[src/rtl/if_stage_pkg.sv]
// Shared fetch-pipeline definitions: word width, PC step, bubble value and
// the fetch FSM state encoding.
package if_stage_pkg;

  localparam int WORD_W = 32;

  typedef logic [WORD_W-1:0] word_t;

  localparam word_t PC_INC   = 32'd4;
  localparam word_t NOP_WORD = '0;

  typedef enum logic [1:0] {
    FETCH   = 2'd0,
    HOLD    = 2'd1,
    DISCARD = 2'd2
  } state_t;

endpackage

[src/rtl/if_stage_reg.sv]
// Fetch output register plus a one-entry hold buffer for a word that
// arrives while decode is frozen.
module if_stage_reg
  import if_stage_pkg::*;
(
  input  logic  clk,
  input  logic  rst,
  input  logic  load,
  input  logic  restore,
  input  logic  hold,
  input  logic  clear,
  input  logic  buf_load,
  input  word_t fetch_word,
  input  word_t fetch_pc,
  output word_t instr,
  output word_t pc_out,
  output logic  valid
);

  word_t buf_word;
  word_t buf_pc;

  always_ff @(posedge clk or posedge rst) begin
    if (rst) begin
      instr    <= NOP_WORD;
      pc_out   <= NOP_WORD;
      valid    <= 1'b0;
      buf_word <= NOP_WORD;
      buf_pc   <= NOP_WORD;
    end else if (clear) begin
      instr    <= NOP_WORD;
      pc_out   <= NOP_WORD;
      valid    <= 1'b0;
      buf_word <= NOP_WORD;
      buf_pc   <= NOP_WORD;
    end else begin
      if (buf_load) begin
        buf_word <= fetch_word;
        buf_pc   <= fetch_pc;
      end
      // Priority: fresh word, then buffered word, then hold, else bubble.
      if (load) begin
        instr  <= fetch_word;
        pc_out <= fetch_pc;
        valid  <= 1'b1;
      end else if (restore) begin
        instr  <= buf_word;
        pc_out <= buf_pc;
        valid  <= 1'b1;
      end else if (!hold) begin
        instr  <= NOP_WORD;
        pc_out <= NOP_WORD;
        valid  <= 1'b0;
      end
    end
  end

endmodule

[src/rtl/if_stage.sv]
// Instruction fetch stage: PC, request/response FSM with stall and redirect
// handling, feeding the output register / hold buffer.
module if_stage
  import if_stage_pkg::*;
(
  input  logic        clk,
  input  logic        rst,
  input  logic        freeze,
  input  logic        branch_taken,
  input  logic [31:0] branch_addr,
  output logic        imem_req,
  output logic [31:0] imem_addr,
  input  logic        imem_ack,
  input  logic [31:0] imem_rdata,
  output logic [31:0] Instruction,
  output logic [31:0] PC,
  output logic        valid
);

  state_t state;
  word_t  pc;
  word_t  pc_next;
  word_t  discard_addr;
  word_t  target;

  logic load;
  logic restore;
  logic hold;
  logic clear;
  logic buf_load;

  assign pc_next = pc + PC_INC;
  assign target  = {branch_addr[31:2], 2'b00};

  // A redirected request keeps its original address until the memory answers.
  assign imem_req  = (state != HOLD);
  assign imem_addr = (state == DISCARD) ? discard_addr : pc;

  always_comb begin
    load     = 1'b0;
    restore  = 1'b0;
    buf_load = 1'b0;
    hold     = freeze;
    clear    = branch_taken;
    if (!branch_taken) begin
      case (state)
        FETCH: begin
          if (imem_ack) begin
            if (freeze) buf_load = 1'b1;
            else        load     = 1'b1;
          end
        end
        HOLD:    restore = !freeze;
        default: ;
      endcase
    end
  end

  always_ff @(posedge clk or posedge rst) begin
    if (rst) begin
      state        <= FETCH;
      pc           <= NOP_WORD;
      discard_addr <= NOP_WORD;
    end else begin
      case (state)
        FETCH: begin
          if (branch_taken) begin
            pc <= target;
            if (!imem_ack) begin
              discard_addr <= pc;
              state        <= DISCARD;
            end
          end else if (imem_ack) begin
            pc <= pc_next;
            if (freeze) state <= HOLD;
          end
        end
        HOLD: begin
          if (branch_taken) begin
            pc    <= target;
            state <= FETCH;
          end else if (!freeze) begin
            state <= FETCH;
          end
        end
        DISCARD: begin
          if (branch_taken) pc <= target;
          if (imem_ack)     state <= FETCH;
        end
        default: state <= FETCH;
      endcase
    end
  end

  if_stage_reg u_reg (
    .clk        (clk),
    .rst        (rst),
    .load       (load),
    .restore    (restore),
    .hold       (hold),
    .clear      (clear),
    .buf_load   (buf_load),
    .fetch_word (imem_rdata),
    .fetch_pc   (pc_next),
    .instr      (Instruction),
    .pc_out     (PC),
    .valid      (valid)
  );

endmodule

[config.mk]
export PLATFORM = sky130hd
export DESIGN_NAME = if_stage
export DESIGN_NICKNAME = d
export VERILOG_FILES = /design/src/rtl/if_stage_pkg.sv /design/src/rtl/if_stage_reg.sv /design/src/rtl/if_stage.sv
export SDC_FILE = /design/constraint.sdc
export NUM_CORES = 1
export LEC_CHECK = 0
export CAP_MARGIN = 40
export CORE_AREA = 2 2 146 148
export DETAILED_ROUTE_END_ITERATION = 10
export DIE_AREA = 0 0 148 150
export PLACE_DENSITY_LB_ADDON = 0.1
export SLEW_MARGIN = 0
export SYNTH_ARGS = -nofsm -noshare
export SYNTH_HDL_FRONTEND = slang
export SYNTH_SLANG_ARGS = --single-unit
[constraint.sdc]
create_clock -name clk -period 6.6 [get_ports clk]
set_input_delay 1.32 -clock clk [delete_from_list [all_inputs] [get_ports clk]]
set_output_delay 1.32 -clock clk [all_outputs]
set_load 0.005 [all_outputs]
# After elaboration in Yosys (flattened, before gate mapping)
# Index checks and enable logic that the tools add are counted.
[totals]
regBits = 195
out_inout_bits = 98
elab_cells = 66
[op_classes]
add_sub_neg = 1
eq_ne = 10
mux = 38
n_bitwise = 1
n_reduce_logical = 8
[op_table]
columns = ["cell", "n"]
rows = [
  ["32-bit 2-to-1 mux", 15],
  ["32-bit case mux with 2 select lines", 1],
  ["32-bit by 3-bit adder with 32-bit output, second input constant", 1],
  ["1-bit 2-to-1 mux", 14],
  ["2-bit 2-to-1 mux", 7],
  ["3-bit inequality test, second input constant", 4],
  ["2-bit case mux with 3 select lines", 1],
  ["3-bit AND reduction", 2],
  ["5-bit AND reduction", 1],
  ["2-bit by 1-bit inequality test with 1-bit output, second input constant", 2],
  ["4-bit by 1-bit inequality test with 1-bit output, second input constant", 1],
  ["2-bit nonzero test", 2],
  ["2-bit by 1-bit equality test with 1-bit output, second input constant", 1],
  ["2-bit equality test, second input constant", 1],
  ["2-bit logical NOT", 1],
  ["2-bit inequality test, second input constant", 1],
  ["2-bit OR reduction", 1],
  ["1-bit logical NOT", 1],
  ["1-bit NOT", 1],
]

# Depth between registers and ports, before layout
[depth]
depth_word = 6
ltp_mapped = 8
depth_no_buf = 7

# Cells and area by module
# Synthesis repeated with hierarchy kept, for this count alone.
[hier_totals]
hier_cells = 873
area_unflattened_um2 = 9721.8
[modules_own_cells]
columns = ["module", "instances", "cells_each", "area_each_um2"]
rows = [
  ["if_stage_reg", 1, 432, 5645.4],
  ["if_stage", 1, 441, 4076.4],
]

# Least setup slack after synthesis
# Ideal clock, no wire load.
[synth_timing]
path_kind = "reg-to-output"
from = "register state[0]"
to = "output imem_addr[10]"
t_arrival_ns = 1.499
setup_slack_ns = 3.781
path_stages_with_launch = 6
n_path_buf = 2
path_cell_list = "dfrtp_1 -> inv_1 -> ha_1 -> clkbuf_1 -> clkbuf_1 -> mux2_2"
[synth_between]
elab_chain_cells = 2
[synth_lines]
columns = ["element", "line", "rtl"]
rows = [
  ["start: declaration", "if_stage.sv:20", "state_t state;"],
  ["start signal: assignment", "if_stage.sv:61", "state <= FETCH;"],
  ["start signal: assignment", "if_stage.sv:71", "state <= DISCARD;"],
  ["start signal: assignment", "if_stage.sv:75", "if (freeze) state <= HOLD;"],
  ["2-bit equality test", "if_stage.sv:37", "assign imem_addr = (state == DISCARD) ? discard_addr : pc;"],
  ["32-bit 2-to-1 mux", "if_stage.sv:37", ""],
  ["end: declaration", "if_stage.sv:12", "output logic [31:0] imem_addr,"],
]
# No other way between the ends.

# Final worst setup path
[layout_timing]
from = "register state[0]"
to = "output imem_addr[29]"
# The elaborated chain is that of the path after synthesis.

==> results_tabular.tex <==
\begin{tabular}{lr}
\hline
Metric & Value \\
\hline
\multicolumn{2}{l}{\textbf{Floorplanning}} \\
\quad Number of placement rows & 53 \\
\quad Total Die Area & 22200 um2 \\
\quad Floorplan Core Area & 20700 um2 \\
\quad Floorplan die height & 150 um \\
\quad Number of top-level design ports & 167 \\
\quad Starting density of the core & 42.3\% \\
\quad Die Wd & 148 um \\
\multicolumn{2}{l}{\textbf{Setup path}} \\
\quad Crit path launch type & register \\
\quad Kind of cell with the highest combined delay on the critical path & buffers and inverters \\
\quad Reg2Reg Capture Point & pc[27] \\
\quad WP depth & 5 \\
\quad Worst r2r src & pc[2] \\
\quad Worst-case register-to-register setup slack & 4.20 ns \\
\quad Crit. Startpoint & state[0] \\
\quad Worst-path fanout max & 32 \\
\quad Type of the worst setup path & register to primary output \\
\quad Worst setup EP type & primary output \\
\quad Endpoint arrival time on the critical path & 2.40 ns \\
\quad Data required, critical path & 5.28 ns \\
\quad Worst stage delay on the critical path & 0.50 ns \\
\quad Critical Path End & imem\_addr[29] \\
\quad Critical Path, Cell by Cell & inv\_1 > ha\_1 > buf\_4 > mux2\_2 > clkdlybuf4s50\_1 \\
\quad Max stage delay cell, worst path & sky130\_fd\_sc\_hd\_\_clkdlybuf4s50\_1 \\
\quad Bufs and invs on worst path & 3 \\
\quad Worst Reg-to-Reg Cells & 5 \\
\multicolumn{2}{l}{\textbf{Yosys}} \\
\quad Post-Synth XOR/XNOR Area & 2.80\% \\
\quad Syn Inst Count & 822 \\
\quad Dominant combinational cell family by area after synthesis & compound AO/OA/AOI/OAI gates \\
\quad Avg Inst Size Synth & 10.7 um2 \\
\quad Yosys top cell by area & sky130\_fd\_sc\_hd\_\_dfrtp\_1 \\
\quad \#FFs+latches synth & 189 \\
\quad Biggest area contributors in the synthesized netlist & sky130\_fd\_sc\_hd\_\_dfrtp\_1 (54\%), sky130\_fd\_sc\_hd\_\_mux2\_2 (7.5\%), sky130\_fd\_sc\_hd\_\_o21ai\_0 (4.0\%) \\
\quad Mux contribution to synthesized area & 8.03\% \\
\quad Synthesized-area fraction occupied by ao, oa, aoi and oai cells & 19.1\% \\
\quad Share of the synthesized area in the top cell type & 54.0\% \\
\quad Warnings, synthesis & 0 \\
\quad Sequential fraction of the synthesis area & 54.0\% \\
\quad Post-synth design cell area & 8760 um2 \\
\quad Predominant post-synthesis flop cell & sky130\_fd\_sc\_hd\_\_dfrtp\_1 \\
\quad Fraction of the mapped netlist area in simple logic gates & 10.1\% \\
\quad Number of enable flip-flop cells after synthesis & 0 \\
\quad Async set or reset register ratio after synthesis & 100\% \\
\quad Count of unique library cells instantiated by Yosys & 46 \\
\quad Post-synthesis share of cell area spent on full adders, half adders and majority gates & 0.714\% \\
\multicolumn{2}{l}{\textbf{STA}} \\
\quad Total setup violations reported at the end of the flow & 0 \\
\quad Period Utilization, post-route & 56.3\% \\
\quad Setup Total Neg Slack & 0 ns \\
\quad Number of hold violations in the final report & 0 \\
\quad Post-route worst hold slack & 0.480 ns \\
\quad Total count of max-transition violations in the final report & 0 \\
\quad Worst Skew & 0.00854 ns \\
\quad Normalized max-slew margin & 42.8\% \\
\quad RSZ-0062 raised after global routing & false \\
\quad Clock period minus worst slack & 3.72 ns \\
\quad Transition at the pin with the smallest max-transition slack & 0.851 ns \\
\quad FMAX & 0.269 GHz \\
\multicolumn{2}{l}{\textbf{Flow run}} \\
\quad Max-cap violation count & 0 \\
\multicolumn{2}{l}{\textbf{Power and ir drop}} \\
\quad P\_int & 2880 uW \\
\quad Power share of the combinational group & 37.4\% \\
\quad Clock Power Share & 23.3\% \\
\quad Maximum ir drop on the vdd rail & 0.000198 V \\
\quad Leak & 0.00477 uW \\
\quad Psw & 1550 uW \\
\quad Total power per unit cell area & 397 nW/um2 \\
\quad Power consumption & 4430 uW \\
\quad Share of total power consumed by net switching & 35.0\% \\
\quad Sequential group share of total power & 39.3\% \\
\multicolumn{2}{l}{\textbf{Placement}} \\
\quad Number of buffers inserted by port buffering & 162 \\
\quad Routability-driven placement congestion ratio & 0.831 \\
\quad Sum of net half-perimeters after detailed placement & 15.3 mm \\
\quad Instance count after placement with tap cells included & 1191 \\
\multicolumn{2}{l}{\textbf{Global route}} \\
\quad Number of antenna violations at the first check in global routing & 0 \\
\quad Maximum number of pins on one net before global-route repair & 69 \\
\quad Via count of the first global-routing pass & 6794 \\
\quad Wire length of the first global-routing pass & 36.6 mm \\
\quad Total gr overflow & 0 \\
\quad Overall track demand over capacity in global routing & 21.1\% \\
\multicolumn{2}{l}{\textbf{Route}} \\
\quad Total iterations of the first detailed-routing run & 7 \\
\quad Remaining DRCs & 0 \\
\quad Post-route ant nets & 0 \\
\quad Detail-routed via count per cell & 5.68 \\
\quad Initial drt markers & 592 \\
\quad Final wirelength & 23.3 mm \\
\quad Total number of vias & 6937 \\
\quad Average wire per standard cell & 19.1 um \\
\multicolumn{2}{l}{\textbf{Layout}} \\
\quad Area taken by flip-flops and latches & 4730 um2 \\
\quad Nets@finish & 1009 \\
\quad Multi-input gate area in the final layout & 3610 um2 \\
\quad Share of layout cells above drive strength 1 & 12.1\% \\
\quad Post-Layout Cell Count & 1222 \\
\quad Filler Cells Inserted & 1812 \\
\quad Synthesis-to-finish area growth & 27.5\% \\
\quad Count of antenna diodes in the layout & 0 \\
\multicolumn{2}{l}{\textbf{Clock tree}} \\
\quad Total CTS buffers & 17 \\
\quad Number of gates resized after CTS & 0 \\
\quad Reg clk slew, reported paths & 0.07 ns \\
\quad Clock Root Buffer & sky130\_fd\_sc\_hd\_\_clkbuf\_16 \\
\quad Clock buffer depth & 2 \\
\quad Number of buffers inserted to repair setup after CTS & 0 \\
\quad Worst-Skew Late Latency & 0.42 ns \\
\quad Number of hold buffers added after cts & 0 \\
\quad Total clock sinks & 189 \\
\quad TritonCTS clock tree & yes \\
\quad Number of H-tree levels & 4 \\
\multicolumn{2}{l}{\textbf{Outcome}} \\
\quad Status & complete, no violations \\
\multicolumn{2}{l}{\textbf{Hold path}} \\
\quad Class of the most critical hold timing path & register to register \\
\hline
\end{tabular}
==> worst min-delay path by stage <==
stage,slack [ns],end,from,cells after the start
2_1_floorplan,0.45,discard_addr[11],discard_addr[11],2
3_3_place_gp,0.46,u_reg.instr[1],u_reg.instr[1],2
3_5_place_dp,0.47,u_reg.instr[7],u_reg.instr[7],2
4_1_cts,0.49,u_reg.buf_pc[29],u_reg.buf_pc[29],2
5_1_grt,0.51,u_reg.instr[4],u_reg.instr[4],2
6_report,0.48,u_reg.buf_pc[28],u_reg.buf_pc[28],2
==> per-stage QoR <==
step                area, um2  setup slack, ns  utilization (%)
floorplan                8760            0.138                -
global placement        10500             2.76             50.7
detailed placement      10600             2.77             51.1
CTS                     11200             2.84             53.9
global route            11200             2.76             53.9
finish                  11200             2.88             53.9
==> worst register-to-register path: cells and delay by family (launching register included) <==
family           cells  cell delay, ns
DFF                  1            0.56
and+or+nand+nor      5            1.76
==> cells in the mapped netlist (3+ instances only) <==
master                      count
sky130_fd_sc_hd__dfrtp_1      189
sky130_fd_sc_hd__nand2_1       77
sky130_fd_sc_hd__o21ai_0       70
sky130_fd_sc_hd__clkbuf_1      63
sky130_fd_sc_hd__mux2_2        58
sky130_fd_sc_hd__a21oi_1       35
sky130_fd_sc_hd__a22o_1        34
sky130_fd_sc_hd__inv_1         30
sky130_fd_sc_hd__o22ai_1       28
sky130_fd_sc_hd__a22oi_1       27
sky130_fd_sc_hd__a222oi_1      23
sky130_fd_sc_hd__nand3_1       23
sky130_fd_sc_hd__nor2_1        19
sky130_fd_sc_hd__xor2_1        18
sky130_fd_sc_hd__a2bb2oi_1     16
sky130_fd_sc_hd__nand4_1       12
sky130_fd_sc_hd__and3_1        10
sky130_fd_sc_hd__xnor2_1       10
sky130_fd_sc_hd__buf_1          6
sky130_fd_sc_hd__buf_2          6
sky130_fd_sc_hd__buf_4          6
sky130_fd_sc_hd__and2_1         5
sky130_fd_sc_hd__ha_1           5
sky130_fd_sc_hd__mux2i_1        5
sky130_fd_sc_hd__o21ai_1        5
sky130_fd_sc_hd__and4_1         4
sky130_fd_sc_hd__or3_1          4
sky130_fd_sc_hd__a31oi_1        3
sky130_fd_sc_hd__nor2b_1        3
sky130_fd_sc_hd__nor4_2         3
sky130_fd_sc_hd__o22a_1         3
sky130_fd_sc_hd__or4_1          3
==> cells in the final DEF, fill, tap and decap left out, types with 17 or more instances in the layout <==
master	netlist	layout
sky130_fd_sc_hd__clkbuf_16	0	17
sky130_fd_sc_hd__a22oi_1	27	27
sky130_fd_sc_hd__xor2_1	18	18
sky130_fd_sc_hd__a21oi_1	35	34
sky130_fd_sc_hd__a222oi_1	23	23
sky130_fd_sc_hd__nand2_1	77	77
sky130_fd_sc_hd__a22o_1	34	34
sky130_fd_sc_hd__o22ai_1	28	27
sky130_fd_sc_hd__dfrtp_1	189	189
sky130_fd_sc_hd__clkdlybuf4s50_1	0	162
sky130_fd_sc_hd__inv_1	30	29
sky130_fd_sc_hd__mux2_2	58	58
sky130_fd_sc_hd__nor2_1	19	18
sky130_fd_sc_hd__o21ai_0	70	70
sky130_fd_sc_hd__nand3_1	23	23
==> cell families after synthesis <==
group                      count (synthesis)
AOI/OAI and AO/OA                        247
DFF                                      189
and+or+nand+nor                          177
buffers and inverters                    112
muxes                                     63
xor gates and xnor gates                  28
adders and majority gates                  5
other                                      1
==> per-layer routing <==
metal / track usage (%) / share of wire [%] / up-vias
met3: 4.27 / 5.6 / 11
li1: - / - / 3224
met4: 4.71 / 0.87 / 0
met5: 0 / 0 / -
met1: 28.9 / 45 / 3477
met2: 35.0 / 48 / 225
==> power by group through the flow <==
stage | Sequential [uW] | Combinational, uW | Clock [uW]
final | 1740 | 1660 | 1030
after detailed placement | 1760 | 1660 | 0
after global placement | 1740 | 1610 | 0
after floorplan | 1590 | 1120 | 0
after global routing | 1790 | 1810 | 1110
after CTS | 1740 | 1670 | 1050
==> flip-flops by register name, indices dropped and copies added, names as in the netlist <==
signal          count
u_reg.buf_word     32
u_reg.instr        32
u_reg.buf_pc       31
u_reg.pc_out       31
discard_addr       30
pc                 30
state               2
u_reg.valid         1
==> cell type report <==
| cell class | instances | area share, % |
|---|---|---|
| sequential | 189 | 42.4 |
| multi-input combinational | 522 | 32.3 |
| timing repair buffer | 175 | 15.9 |
| clock buffer | 19 | 4.06 |
| tap | 275 | 3.08 |
| clock inverter | 12 | 1.23 |
| inverter | 30 | 1.05 |
Note: power is estimated with default switching activity, not from simulation.
